`config.mk`:
```
export PLATFORM = sky130hd
export DESIGN_NAME = obstacle_sequencer
export DESIGN_NICKNAME = d
export VERILOG_FILES = /design/src/rtl/obstacle_sequencer.sv
export SDC_FILE = /design/constraint.sdc
export NUM_CORES = 1
export LEC_CHECK = 0
export BUFFER_PORTS_ARGS = -buffer_cell sky130_fd_sc_hd__buf_2
export CELL_PAD_IN_SITES_DETAIL_PLACEMENT = 0
export CELL_PAD_IN_SITES_GLOBAL_PLACEMENT = 1
export CORE_ASPECT_RATIO = 1.5
export CORE_UTILIZATION = 42
export DETAILED_ROUTE_END_ITERATION = 8
export GPL_TIMING_DRIVEN = 0
export PLACE_DENSITY_LB_ADDON = 0.1
export SKIP_LAST_GASP = 1
export SLEW_MARGIN = 5
export SYNTH_ARGS = -nofsm -noshare
export SYNTH_HDL_FRONTEND = slang
export SYNTH_SLANG_ARGS = --single-unit
```
`constraint.sdc`:
```
create_clock -name pclk -period 2.8 [get_ports pclk]
set_input_delay 0.28 -clock pclk [delete_from_list [all_inputs] [get_ports pclk]]
set_output_delay 0.28 -clock pclk [all_outputs]
set_load 0.01 [all_outputs]
```
`src/rtl/obstacle_sequencer.sv`:
```
// obstacle_sequencer
// Game-side controller for the obstacle generators' start/done handshake.
// Picks the next obstacle, strobes done_control with a one-hot selected,
// waits for the generator to finish, and meanwhile runs a two-stage
// collision check of the reported obstacle pixels against the player box,
// tracking hit points down to game over.
//
// Build option: define SEQ_RANDOM_ORDER_EN to pick the next obstacle from an
// 8-bit LFSR (never repeating back-to-back) instead of the fixed 0,1,2,3 order.
//
// state | meaning
// ------+----------------------------------------------------------------
// IDLE  | waiting for play_selected with the menu closed
// GAP   | idle pause of GAP_CYCLES between obstacles
// START | one-cycle done_control strobe with selected driven
// RUN   | obstacle running; selected held until done or watchdog
// OVER  | hit points exhausted; game_over held until play drops or menu opens

module obstacle_sequencer #(
    parameter int GAP_CYCLES   = 6_500_000,
    parameter int HIT_COOLDOWN = 65_000_000,
    parameter int PLAYER_SIZE  = 32,
    parameter int HP_INIT      = 3
) (
    input  logic        pclk,
    input  logic        rst_n,
    input  logic        play_selected,
    input  logic        menu_on,
    input  logic [11:0] obstacle_x,
    input  logic [11:0] obstacle_y,
    input  logic        obstacle_done,
    input  logic        obstacle_working,
    input  logic [11:0] player_xpos,
    input  logic [11:0] player_ypos,
    output logic [3:0]  selected,
    output logic        done_control,
    output logic [3:0]  hp,
    output logic        hit,
    output logic        game_over,
    output logic        busy
);

    typedef enum logic [2:0] {
        ST_IDLE  = 3'd0,
        ST_GAP   = 3'd1,
        ST_START = 3'd2,
        ST_RUN   = 3'd3,
        ST_OVER  = 3'd4
    } state_t;

    // GAP counts down from GAP_CYCLES-1 to 0, so GAP lasts exactly GAP_CYCLES cycles.
    localparam logic [26:0] GAP_LOAD  = 27'(GAP_CYCLES - 1);
    localparam logic [26:0] COOL_LOAD = 27'(HIT_COOLDOWN);
    localparam logic [12:0] BOX_SPAN  = 13'(PLAYER_SIZE - 1);
    localparam logic [3:0]  HP_LOAD   = 4'(HP_INIT);

    state_t      state;
    state_t      state_nxt;
    logic [26:0] gap_cnt;
    logic [26:0] cool_cnt;
    logic [2:0]  wd_cnt;
    logic [1:0]  idx;
    logic [1:0]  idx_adv;
    logic [3:0]  hp_q;
    logic        hit_q;
    logic [11:0] stg_x;
    logic [11:0] stg_y;

    logic        abort;
    logic        active;
    logic        in_box;
    logic        take_hit;
    logic        last_hp;
    logic        run_end;
    logic [12:0] x_hi;
    logic [12:0] y_hi;

    assign abort  = menu_on || !play_selected;
    assign active = (state == ST_GAP) || (state == ST_START) || (state == ST_RUN);

    // Box edges computed in 13 bits so a player near the right/bottom edge does not wrap.
    assign x_hi   = {1'b0, player_xpos} + BOX_SPAN;
    assign y_hi   = {1'b0, player_ypos} + BOX_SPAN;
    assign in_box = ((stg_x != 12'd0) || (stg_y != 12'd0)) &&
                    (stg_x >= player_xpos) && ({1'b0, stg_x} <= x_hi) &&
                    (stg_y >= player_ypos) && ({1'b0, stg_y} <= y_hi);

    // Abort beats a simultaneous hit: no decrement, no cooldown load.
    assign take_hit = active && !abort && in_box && (cool_cnt == 27'd0);
    assign last_hp  = take_hit && (hp_q == 4'd1);

    // The watchdog fires on the fourth consecutive cycle with working low.
    assign run_end  = (state == ST_RUN) &&
                      (obstacle_done || (!obstacle_working && (wd_cnt == 3'd3)));

`ifdef SEQ_RANDOM_ORDER_EN
    logic [7:0] lfsr;

    // Free-running Fibonacci LFSR, x^8+x^6+x^5+x^4+1.
    always_ff @(posedge pclk or negedge rst_n) begin
        if (!rst_n) begin
            lfsr <= 8'hA5;
        end else begin
            lfsr <= {lfsr[6:0], lfsr[7] ^ lfsr[5] ^ lfsr[4] ^ lfsr[3]};
        end
    end

    assign idx_adv = (lfsr[1:0] == idx) ? (idx + 2'd1) : lfsr[1:0];
`else
    assign idx_adv = idx + 2'd1;
`endif

    // State register.
    always_ff @(posedge pclk or negedge rst_n) begin
        if (!rst_n) begin
            state <= ST_IDLE;
        end else begin
            state <= state_nxt;
        end
    end

    // Next-state and decoded outputs; abort first, then hp exhaustion, then normal flow.
    always_comb begin
        state_nxt    = state;
        done_control = 1'b0;
        selected     = 4'd0;
        busy         = 1'b0;
        game_over    = 1'b0;
        case (state)
            ST_IDLE: begin
                if (play_selected && !menu_on) begin
                    state_nxt = ST_GAP;
                end
            end
            ST_GAP: begin
                busy = 1'b1;
                if (abort) begin
                    state_nxt = ST_IDLE;
                end else if (last_hp) begin
                    state_nxt = ST_OVER;
                end else if (gap_cnt == 27'd0) begin
                    state_nxt = ST_START;
                end
            end
            ST_START: begin
                busy         = 1'b1;
                done_control = 1'b1;
                selected     = 4'b0001 << idx;
                if (abort) begin
                    state_nxt = ST_IDLE;
                end else if (last_hp) begin
                    state_nxt = ST_OVER;
                end else begin
                    state_nxt = ST_RUN;
                end
            end
            ST_RUN: begin
                busy     = 1'b1;
                selected = 4'b0001 << idx;
                if (abort) begin
                    state_nxt = ST_IDLE;
                end else if (last_hp) begin
                    state_nxt = ST_OVER;
                end else if (run_end) begin
                    state_nxt = ST_GAP;
                end
            end
            ST_OVER: begin
                game_over = 1'b1;
                if (abort) begin
                    state_nxt = ST_IDLE;
                end
            end
            default: begin
                state_nxt = ST_IDLE;
            end
        endcase
    end

    // Gap timer, watchdog, obstacle index and pixel pipeline stage 1.
    always_ff @(posedge pclk or negedge rst_n) begin
        if (!rst_n) begin
            gap_cnt <= '0;
            wd_cnt  <= '0;
            idx     <= '0;
            stg_x   <= '0;
            stg_y   <= '0;
        end else begin
            stg_x <= obstacle_x;
            stg_y <= obstacle_y;

            if ((state != ST_GAP) && (state_nxt == ST_GAP)) begin
                gap_cnt <= GAP_LOAD;
            end else if ((state == ST_GAP) && (state_nxt == ST_GAP)) begin
                gap_cnt <= gap_cnt - 27'd1;
            end else begin
                gap_cnt <= '0;
            end

            if ((state == ST_RUN) && (state_nxt == ST_RUN) && !obstacle_working) begin
                wd_cnt <= wd_cnt + 3'd1;
            end else begin
                wd_cnt <= '0;
            end

            if (state == ST_IDLE || state_nxt == ST_IDLE) begin
                idx <= 2'd0;
            end else if (run_end && (state_nxt == ST_GAP)) begin
                idx <= idx_adv;
            end
        end
    end

    // Hit points, cooldown and the registered hit pulse (collision stage 2).
    always_ff @(posedge pclk or negedge rst_n) begin
        if (!rst_n) begin
            hp_q     <= '0;
            hit_q    <= 1'b0;
            cool_cnt <= '0;
        end else begin
            hit_q <= take_hit;

            if ((state == ST_IDLE) && (state_nxt == ST_GAP)) begin
                hp_q <= HP_LOAD;
            end else if (take_hit && (hp_q != 4'd0)) begin
                hp_q <= hp_q - 4'd1;
            end

            if (take_hit) begin
                cool_cnt <= COOL_LOAD;
            end else if (state_nxt == ST_IDLE) begin
                cool_cnt <= '0;
            end else if (cool_cnt != 27'd0) begin
                cool_cnt <= cool_cnt - 27'd1;
            end
        end
    end

    assign hp  = hp_q;
    assign hit = hit_q;

endmodule

```
==> summary.txt, run 1 <==
Outcome: finished with violations
Violated checks: negative hold slack, negative setup slack
Fmax: 0.325 GHz
Area delta synth->final: 28.1%
Via count: 4,989
Number of synthesized flops with an enable pin: 0
Pwr Density: 626 nW/um^2
Worst-path fanout max: 5
Max H-tree Level: 3
CTS sink cnt: 91
Port Buf Inserts: 65
Worst setup margin: -0.281 ns
Design Area, Final: 7530 sq um
Worst Setup Start Kind: input pin
P_leak: 3.45 nW
Min Hold Slack: -0.0261 ns
Measured slew at the worst slew-check pin: 0.745 ns
Period utilisation layout: 110%
Endpoint class of the critical path: flip-flop
Post-synthesis compound-gate area fraction: 8.46%
Die ar.: 14,500 sq um
Mapped cell area: 5870 sq um
Power, Total: 4.71 mW
Largest net degree at the start of global routing: 54
Arr. time, crit path: 3.36 ns
Initial antenna violation count: 0
Setup Viol. Count Final: 62
Post-route ant nets: 0
Tmin final: 3.08 ns
Crit Reg-Reg Endpoint: hp[3]
Yosys warns: 0
Mapped Nets: 733
Pre-antenna DRT Iters: 4
Xor/xnor share of the synthesized area: 9.84%
Max cap viols: 0
Leading register cell type out of synthesis: dfrtp_1
Post-DR wirelength/cell: 16.8 um
Die Y: 147 um
Final Hold Viols: 17
Maximum buffer depth of the clock tree: 2
Synth Instances: 617
Gr usage total: 21.7%
Main combinational cell family by area after synthesis: simple AND/OR/NAND/NOR gates
Worst min path class: in -> async
Core area: 13,600 sq um
Post-Route WL: 14.9 mm
Flops & latches, synth: 91
First-pass GRT wire length: 25.0 mm
RSZ-0062 raised after global routing: yes
Die Wd: 98.6 um
Most frequent cells in the layout: dfrtp_1, buf_2, ha_1
RR Startpoint: stg_x[0]
Reg2Reg Setup Slack: -0.03 ns
Kind of critical path: in -> reg
Residual DRC: 0
Vias per cell: 5.63
Post-synthesis adder-cell area fraction: 13.2%
DP Area: 6630 sq um
Final GP Congestion: 0.813
Worst reg-to-reg path cell count: 10
Starting Density: 43.2%
Final HPWL DP: 11.0 mm
Fillers: 1,249
Share of cells above drive strength 1: 26.0%
Root Driver: clkbuf_16
GRT overflow: 0
Cts bufs inserted: 9
Rel. slew slack: 50.3%
Ant. Diodes: 0
DRT iter0 DRCs: 143
Most common cell after layout, fill and taps aside: dfrtp_1
CTS tree: done
Vias in the first global route: 5,171
Setup tns final: -10.13 ns
Setup Skew: 0.0127 ns
Slew Viols, Final: 0
Req. time, crit path: 3.08 ns
Simple-gate area share of the yosys netlist: 26.1%
Yosys cell types: 56
Clock Latency Late Sink: 0.35 ns
Site row count: 52
Async SR Flop Fraction: 100%
Register clock-pin slew on the reported worst setup and hold paths: 0.07 ns
Worst VDD drop: 0.339 mV
# IOs: 66
Final #Nets: 836
Share of synthesized area spent on multiplexers: 0.170%
Syn avg cell area: 9.52 sq um
Register area share after synthesis: 38.8%
## synth_stat cells (all sizes together), types with 3 or more instances
library cell | n | area [sq um]
nor4 | 38 | 280
a211o | 3 | 26.3
xnor2 | 50 | 438
o21ai | 28 | 140
nor3b | 4 | 30.0
nor2 | 45 | 184
nand3 | 16 | 80.1
ha | 62 | 776
xor2 | 16 | 140
a211oi | 3 | 22.5
or3 | 11 | 78.8
or4 | 8 | 63.8
and2 | 8 | 50.1
o31ai | 3 | 22.5
and3 | 9 | 56.3
o31a | 3 | 26.3
nand2 | 32 | 120
nand2b | 10 | 62.6
clkbuf | 10 | 37.5
nor2b | 6 | 37.5
or2 | 6 | 37.5
nor4b | 5 | 43.8
buf | 5 | 25.0
a2111oi | 3 | 26.3
nand4 | 17 | 113
inv | 38 | 143
dfrtp | 91 | 2280
a21oi | 10 | 50.1
nor3 | 47 | 240
a21o | 8 | 60.1
## metal layers
metal	share of wire (%)	wire length, um	vias up	track usage [%]
met5	0	0	-	0
met4	1.6	240	0	6.12
met3	3.4	511	22	3.57
met2	55	8160	98	41.5
met1	40	6010	2437	24.5
li1	-	-	2432	-
## worst max-delay path, stage by stage
cell       delay, ns
buf_12          0.09
inv_12          0.03
ha_4            0.16
nand2_4         0.05
nand4_1         0.12
or3_1           0.41
xnor2_1         0.14
ha_1            0.31
a21o_1          0.21
a2111oi_4       0.35
a31o_4          0.24
o2111ai_4       0.13
buf_6           0.20
or4b_4          0.49
a21oi_2         0.14
## worst max-delay path by stage
stage / cells past startpoint / startpoint / endpoint / slack [ns]
after floorplan: 14 / player_ypos[1] / hp[3] / -0.28
after global placement: 15 / player_ypos[1] / gap_cnt[13] / -0.84
after detailed placement: 15 / player_ypos[1] / gap_cnt[13] / -0.86
after CTS: 16 / player_ypos[1] / cool_cnt[23] / -0.25
after global routing: 16 / player_ypos[1] / cool_cnt[25] / -0.35
final: 15 / player_ypos[1] / hp[3] / -0.28
## stage by stage
| step | hold WS [ns] | util (%) | setup WS [ns] | std cells |
|---|---|---|---|---|
| 2_1_floorplan | -0.0156 | - | -0.278 | 617 |
| 3_3_place_gp | 0.388 | 48.6 | -0.841 | 844 |
| 3_5_place_dp | 0.381 | 48.7 | -0.864 | 845 |
| 4_1_cts | 0.00828 | 54.3 | -0.246 | 879 |
| 5_1_grt | 0.0295 | 55.4 | -0.349 | 886 |
| 6_report | -0.0261 | 55.4 | -0.281 | 886 |
## logic make-up after synthesis
group                    after synthesis
AO/OA/AOI/OAI                         76
flip-flops                            91
adder cells (fa/ha/maj)               62
AND/OR/NAND/NOR                      268
XOR/XNOR                              66
multiplexers                           1
buffers and inverters                 53
## flip-flops by register name (all words and copies together) (netlist names), 2 cells and up
| name | flops |
|---|---|
| stg_x | 12 |
| wd_cnt | 3 |
| stg_y | 12 |
| state | 3 |
| idx | 2 |
| cool_cnt | 27 |
| hp | 4 |
| gap_cnt | 27 |
## repair_timing
action | in CTS | in global routing
buffers inserted | 16 | 9
pin swaps | 19 | 20
gates cloned | 3 | 0
resized for setup | 53 | 33
hold buffers | 0 | 0
setup endpoints to repair | 65 | 66
## power by group
part / internal, mW / switching, mW
registers: 1.44 / 0.130
logic: 0.811 / 1.05
clock network: 0.780 / 0.508
total: 3.03 / 1.68
## cell type report
cell class                      count  area [sq um]  share of cell area [%]
Sequential cell                    91          2280                    30.3
Buffer                             15           130                    1.73
Tap cell                          162           203                    2.69
Multi-Input combinational cell    473          3810                    50.6
Clock buffer                       11           233                    3.09
Inverter                           38           163                    2.16
Clock inverter                      4          76.3                    1.01
Timing Repair Buffer               92           636                    8.44
No activity file was read; power rests on OpenSTA's default activity.
==> run 2: changes to the inputs <==
--- a/config.mk
+++ b/config.mk
@@ -9,12 +9,12 @@
 export CELL_PAD_IN_SITES_DETAIL_PLACEMENT = 0
 export CELL_PAD_IN_SITES_GLOBAL_PLACEMENT = 1
 export CORE_ASPECT_RATIO = 1.5
-export CORE_UTILIZATION = 42
+export CORE_UTILIZATION = 43
+export CTS_BUF_LIST = sky130_fd_sc_hd__clkbuf_2
 export DETAILED_ROUTE_END_ITERATION = 8
 export GPL_TIMING_DRIVEN = 0
 export PLACE_DENSITY_LB_ADDON = 0.1
 export SKIP_LAST_GASP = 1
-export SLEW_MARGIN = 5
 export SYNTH_ARGS = -nofsm -noshare
 export SYNTH_HDL_FRONTEND = slang
 export SYNTH_SLANG_ARGS = --single-unit
==> run 2 against run 1 <==
- the run ends with negative setup slack left
- core utilization is 0.46 points higher
- cell count up 2.3%
- critical path depth unchanged
- sequential power about the same
- global-route usage is 0.58 points lower
- routed wire length is 2.7% lower
- total power is 12% lower
- die area fell by 2.3%
- clock skew grew 0.019 ns
- design area decreased by 2.5%
- register-to-register slack improved by 0.11 ns
==> summary.txt, run 2 (synthesis gave the netlist of run 1 again) <==
Outcome: finished with violations
Violated checks: negative setup slack
Post-Route WL: 14.5 mm (-2.7%)
Largest registers: cool_cnt x27, gap_cnt x27
Final non-filler cell total: 906 (+2.3%)
Final GP Congestion: 0.842 (+3.6%)
Slew Viols, Final: 0 (unchanged)
CTS tree: done
Worst setup margin: -0.0181 ns (+0.263 ns)
Pre-antenna DRT Iters: 4 (unchanged)
Root Driver: clkbuf_2
Pwr Density: 564 nW/um^2 (-9.9%)
Worst Setup SP: player_ypos[1]
Measured slew at the worst slew-check pin: 0.630 ns (-0.115 ns)
Area delta synth->final: 24.9%
Slowest CP cell: or4b_4
Initial antenna violation count: 1 (+1)
Starting Density: 44.7% (+1.5 points)
Vias per cell: 5.51 (-2.1%)
Rel. slew slack: 57.7% (+7.4 points)
Logic pwr share: 43.5% (+4.1 points)
Pint: 2.55 mW (-16%)
Final #Nets: 857 (+2.5%)
Vias in the first global route: 5,111 (-1.2%)
Placed cells: 842 (-0.36%)
RR Startpoint: gap_cnt[5]
Via count: 4,995 (+0.12%)
Share of cells above drive strength 1: 21.7% (-4.3 points)
GRT overflow: 0 (unchanged)
Post-DR wirelength/cell: 16.0 um (-4.9%)
Setup Viol. Count Final: 1 (-98%)
Largest net degree at the start of global routing: 68 (+26%)
Crit Reg-Reg Endpoint: gap_cnt[23]
Sw Pwr: 1.59 mW (-5.6%)
Die Wd: 97.4 um (-1.1%)
Residual DRC: 0 (unchanged)
Die Y: 145 um (-1.2%)
Arr. time, crit path: 3.34 ns (-0.02 ns)
Worst-path fanout max: 6 (+1)
Clock Latency Late Sink: 0.58 ns (+0.23 ns)
Most common cell after layout, fill and taps aside: dfrtp_1
Seq pwr share: 37.9% (+4.6 points)
Max cap viols: 0 (unchanged)
Final Hold Viols: 0 (-17)
Register clock-pin slew on the reported worst setup and hold paths: 0.28 ns (+0.21 ns)
Endpoint class of the critical path: flip-flop
Final HPWL DP: 10.8 mm (-1.3%)
Worst VDD drop: 0.278 mV (-18%)
# IOs: 66 (unchanged)
Worst Setup Start Kind: input pin
Critical Path, Cell by Cell: buf_12 > inv_12 > ha_4 > nand2_4 > nand4_1 > or3_1 > xnor2_1 > ha_1 > a21o_1 > a2111oi_4 > a31o_4 > o2111ai_4 > buf_6 > or4b_4 > a21oi_2
Core area: 13,100 sq um (-3.3%)
Fillers: 1,225 (-1.9%)
Worst path max stage delay: 0.53 ns (+0.04 ns)
Site row count: 51 (-1.9%)
Setup Skew: 0.0314 ns (+0.0187 ns)
Reg2Reg Setup Slack: 0.08 ns (+0.11 ns)
Maximum buffer depth of the clock tree: 2 (unchanged)
Layout Utilization: 55.8% (+0.46 points)
Max H-tree Level: 3 (unchanged)
Period utilisation layout: 101% (-9.4 points)
Clock share of power: 18.5% (-8.8 points)
P_leak: 3.39 nW (-1.7%)
Worst min path class: in -> async
Tmin final: 2.82 ns (-0.263 ns)
Post-route ant nets: 0 (unchanged)
Most frequent cells in the layout: dfrtp_1, buf_2, ha_1
Cts bufs inserted: 9 (unchanged)
First-pass GRT wire length: 24.3 mm (-2.8%)
CTS sink cnt: 91 (unchanged)
Port Buf Inserts: 65 (unchanged)
RSZ-0062 raised after global routing: yes
DRT iter0 DRCs: 148 (+3.5%)
Gr usage total: 21.2% (-0.58 points)
Sw Share: 38.4% (+2.7 points)
Worst reg-to-reg path cell count: 7 (-3)
Die ar.: 14,100 sq um (-2.3%)
Req. time, crit path: 3.32 ns (+0.24 ns)
Min Hold Slack: 0.0918 ns (+0.118 ns)
Fmax: 0.355 GHz (+9.3%)
Kind of critical path: in -> reg
## run 2: power by group through the flow
stage                     Sequential [mW]  Clock (mW)  Combinational (mW)
after floorplan                      1.56           0                1.33
after global placement               1.59           0                1.65
after detailed placement             1.59           0                1.67
after CTS                            1.57       0.795                1.72
after global routing                 1.59       0.839                2.04
final                                1.57       0.767                1.80
## run 2: cell type report
| cell class | instances | area (sq um) | area share, % |
|---|---|---|---|
| Antenna cell | 1 | 2.50 | 0.0341 |
| Buffer | 14 | 100 | 1.36 |
| Clock buffer | 9 | 45.0 | 0.614 |
| Clock inverter | 7 | 91.3 | 1.24 |
| Inverter | 38 | 163 | 2.22 |
| Multi-Input combinational cell | 473 | 3640 | 49.7 |
| Sequential cell | 91 | 2280 | 31.1 |
| Tap cell | 159 | 199 | 2.71 |
| Timing Repair Buffer | 114 | 813 | 11.1 |
## run 2: how the worst max path moves through the flow
| stage | end | slack, ns | cells past startpoint |
|---|---|---|---|
| after floorplan | hp[3] | -0.28 | 14 |
| after global placement | gap_cnt[13] | -0.81 | 15 |
| after detailed placement | gap_cnt[11] | -0.85 | 15 |
| after CTS | gap_cnt[16] | 0.009 | 7 |
| after global routing | gap_cnt[0] | -0.10 | 17 |
| final | hp[3] | -0.02 | 15 |
## run 2: critical path, delay by kind of cell
family	cells	cell delay, ns
buffers and inverters	3	0.30
adder cells (fa/ha/maj)	2	0.49
AND/OR/NAND/NOR	4	1.08
XOR/XNOR	1	0.14
AO/OA/AOI/OAI	5	1.04
## run 2: metal layers
layer,part of all wire (%),vias to the layer above,global-route usage (%)
met5,0,-,0
met3,2.7,21,3.37
li1,-,2478,-
met4,1.8,0,6.47
met2,55,82,39.9
met1,41,2414,23.9
## run 2: stage by stage
stage | setup TNS, ns | total power [mW] | setup slack [ns] | area (sq um)
finish | -0.0181 | 4.14 | -0.0181 | 7340
global route | -0.338 | 4.47 | -0.104 | 7340
CTS | 0 | 4.09 | 0.00940 | 7100
detailed placement | -49.94 | 3.26 | -0.849 | 6630
global placement | -47.48 | 3.24 | -0.810 | 6600
floorplan | -10.75 | 2.89 | -0.278 | 6080
## run 2: what timing repair did
item	in CTS	in global routing
buffers inserted	4	17
cloned	0	0
resized for setup	9	25
endpoints found under the setup margin	51	62
hold endpoints to repair	119	0
hold buffers	27	0
pin swaps	7	13
==> run 3: changes to the inputs <==
--- a/config.mk
+++ b/config.mk
@@ -6,9 +6,11 @@
 export NUM_CORES = 1
 export LEC_CHECK = 0
 export BUFFER_PORTS_ARGS = -buffer_cell sky130_fd_sc_hd__buf_2
+export CAP_MARGIN = 10
 export CELL_PAD_IN_SITES_DETAIL_PLACEMENT = 0
 export CELL_PAD_IN_SITES_GLOBAL_PLACEMENT = 1
 export CORE_ASPECT_RATIO = 1.5
+export CORE_MARGIN = 2
 export CORE_UTILIZATION = 43
 export CTS_BUF_LIST = sky130_fd_sc_hd__clkbuf_2
 export DETAILED_ROUTE_END_ITERATION = 8
==> constraint.sdc (replaced) <==
create_clock -name pclk -period 2.8 [get_ports pclk]
set_input_delay 0.7 -clock pclk [delete_from_list [all_inputs] [get_ports pclk]]
set_output_delay 0.7 -clock pclk [all_outputs]
set_load 0.01 [all_outputs]
==> run 3 against run 2 <==
- the run still ends with negative setup slack left
- first-iteration DRC count increased by 5.4%
- total power down 0.63%
- count of clock-buffer cells in the layout rose by 1
- clock skew is 0.0018 ns lower
- non-clock buffer count shrank 19
==> summary.txt, run 3 (synthesis gave the netlist of run 1 again) <==
Worst Setup Start Kind: input pin
Vias in the first global route: 5,211 (+2.0%)
Setup Skew: 0.0297 ns (-0.00178 ns)
Site row count: 52 (+2.0%)
Worst path top cell family by delay: compound AO/OA/AOI/OAI gates
Worst setup margin: -0.359 ns (-0.341 ns)
Largest net degree at the start of global routing: 70 (+2.9%)
CTS tree: done
Min Hold Slack: 0.217 ns (+0.125 ns)
Register clock-pin slew on the reported worst setup and hold paths: 0.24 ns (-0.04 ns)
CTS sink cnt: 91 (unchanged)
Critical Path, Cell by Cell: buf_12 > inv_12 > ha_4 > nand2_4 > nand4_1 > or3_1 > xnor2_1 > ha_1 > a21o_1 > a2111oi_4 > a31o_4 > o2111ai_4 > buf_6 > nor4_4 > buf_6 > buf_8 > nor4_1
Stages on the worst setup path: 17 (+2)
Tmin final: 3.16 ns (+0.341 ns)
Endpoint class of the critical path: flip-flop
Rel. slew slack: 48.0% (-9.7 points)
Slew Viols, Final: 0 (unchanged)
Setup Viol. Count Final: 66 (+65)
Worst min path class: in -> reg
Final GP Congestion: 0.889 (+5.6%)
Pre-antenna DRT Iters: 4 (unchanged)
Worst VDD drop: 0.309 mV (+11%)
Area delta synth->final: 25.9%
Die ar.: 14,600 sq um (+3.5%)
Residual DRC: 0 (unchanged)
Final #Nets: 838 (-2.2%)
Violated checks: negative setup slack
Clock Latency Late Sink: 0.58 ns (about the same)
Layout Utilization: 55.2% (-0.63 points)
GRT overflow: 0 (unchanged)
Measured slew at the worst slew-check pin: 0.780 ns (+0.150 ns)
Post-route ant nets: 0 (unchanged)
Max H-tree Level: 3 (unchanged)
Die Wd: 99.4 um (+2.1%)
Root Driver: clkbuf_2
Power, Total: 4.11 mW (-0.63%)
Period utilisation layout: 113% (+12 points)
Pwr Density: 556 nW/um^2 (-1.4%)
Most common cell after layout, fill and taps aside: dfrtp_1
Core area: 13,400 sq um (+2.0%)
Footprint of the multi-input gates: 3820 sq um (+4.8%)
Initial antenna violation count: 1 (unchanged)
Most used cell, CP: buf_6
Max cap viols: 0 (unchanged)
Req. time, crit path: 3.27 ns (-0.05 ns)
Final HPWL DP: 10.9 mm (+0.55%)
Outcome: finished with violations
First-pass GRT wire length: 24.5 mm (+0.82%)
# IOs: 66 (unchanged)
Largest registers: cool_cnt x27, gap_cnt x27
Arr. time, crit path: 3.63 ns (+0.29 ns)
Slowest CP cell: or3_1
Hold depth: 1
Kind of critical path: in -> reg
RSZ-0062 raised after global routing: yes
Maximum buffer depth of the clock tree: 2 (unchanged)
Vias per cell: 5.61 (+1.7%)
Worst-path fanout max: 10 (+4)
Share of cells above drive strength 1: 27.1% (+5.4 points)
Seq. cell area: 2280 sq um (about the same)
P_leak: 3.39 nW (-0.20%)
DRT iter0 DRCs: 156 (+5.4%)
Via count: 4,990 (-0.10%)
Worst reg-to-reg path cell count: 7 (unchanged)
Final Hold Viols: 0 (unchanged)
Gr usage total: 20.6% (-0.55 points)
Most frequent cells in the layout: dfrtp_1, buf_2, ha_1
Post-Route WL: 14.8 mm (+1.8%)
Worst path max stage delay: 0.34 ns (-0.19 ns)
Starting Density: 43.8% (-0.86 points)
Cts bufs inserted: 9 (unchanged)
Fillers: 1,255 (+2.4%)
WP buf/inv: 5 (+2)
Die Y: 147 um (+1.4%)
Fmax: 0.317 GHz (-11%)
Port Buf Inserts: 65 (unchanged)
Post-DR wirelength/cell: 16.6 um (+3.6%)
-- run 3: changes by cell type in the layout (fill, tap and decap cells not counted), sizes merged --
| cell | before | now |
|---|---|---|
| dlygate4sd3 | 27 | 1 |
| buf | 92 | 100 |
| bufinv | 2 | 1 |
| clkinvlp | 2 | 1 |
| inv | 39 | 40 |
-- run 3: report_power, final --
group | switching (mW) | total (mW) | internal [mW]
combinational | 1.06 | 1.86 | 0.805
clock | 0.471 | 0.683 | 0.212
sequential | 0.129 | 1.57 | 1.44
total | 1.66 | 4.11 | 2.46
-- run 3: through the flow --
step	worst slack [ns]	setup TNS [ns]	instance area [sq um]	cells
floorplan	-0.698	-37.92	6080	617
global placement	-1.22	-74.73	6610	844
detailed placement	-1.24	-75.54	6640	845
CTS	-0.414	-21.68	7150	882
global route	-0.485	-25.23	7400	890
finish	-0.359	-19.30	7400	890
-- run 3: repair_timing --
| action | in CTS | in global routing |
|---|---|---|
| cloned | 1 | 1 |
| pin swaps | 29 | 22 |
| hold endpoints to repair | 22 | 0 |
| setup buffers | 19 | 6 |
| gates resized for setup | 47 | 45 |
| hold buffers | 1 | 0 |
| endpoints found under the setup margin | 66 | 66 |
-- run 3: area by class of cell --
class                   count  share of cell area [%]
plain buffers              15                    1.81
well taps                 162                    2.74
clock inverters             6                   0.863
multi-input cells         473                    51.7
repair buffers             94                    9.17
flip-flops and latches     91                    30.8
clock buffers              10                   0.677
diodes                      1                  0.0338
inverters                  38                    2.27
-- run 3: final timing paths --
path / endpoint / start / slack [ns]
max in group asynchronous: stg_y[6] / rst_n / 1.64
worst min-delay path: stg_y[2] / obstacle_y[2] / 0.22
worst min register to register: gap_cnt[0] / gap_cnt[0] / 0.54
worst max register to register: gap_cnt[11] / gap_cnt[2] / -0.15
worst max-delay path: gap_cnt[21] / player_ypos[1] / -0.36
min in group asynchronous: cool_cnt[13] / rst_n / 0.50
-- run 3: routing by layer --
metal | global-route usage, % | vias to the layer above | wire (um)
met5 | 0 | - | 0
met4 | 6.71 | 0 | 319
met3 | 3.19 | 23 | 529
met2 | 37.9 | 84 | 7970
met1 | 24.1 | 2444 | 5960
li1 | - | 2439 | -
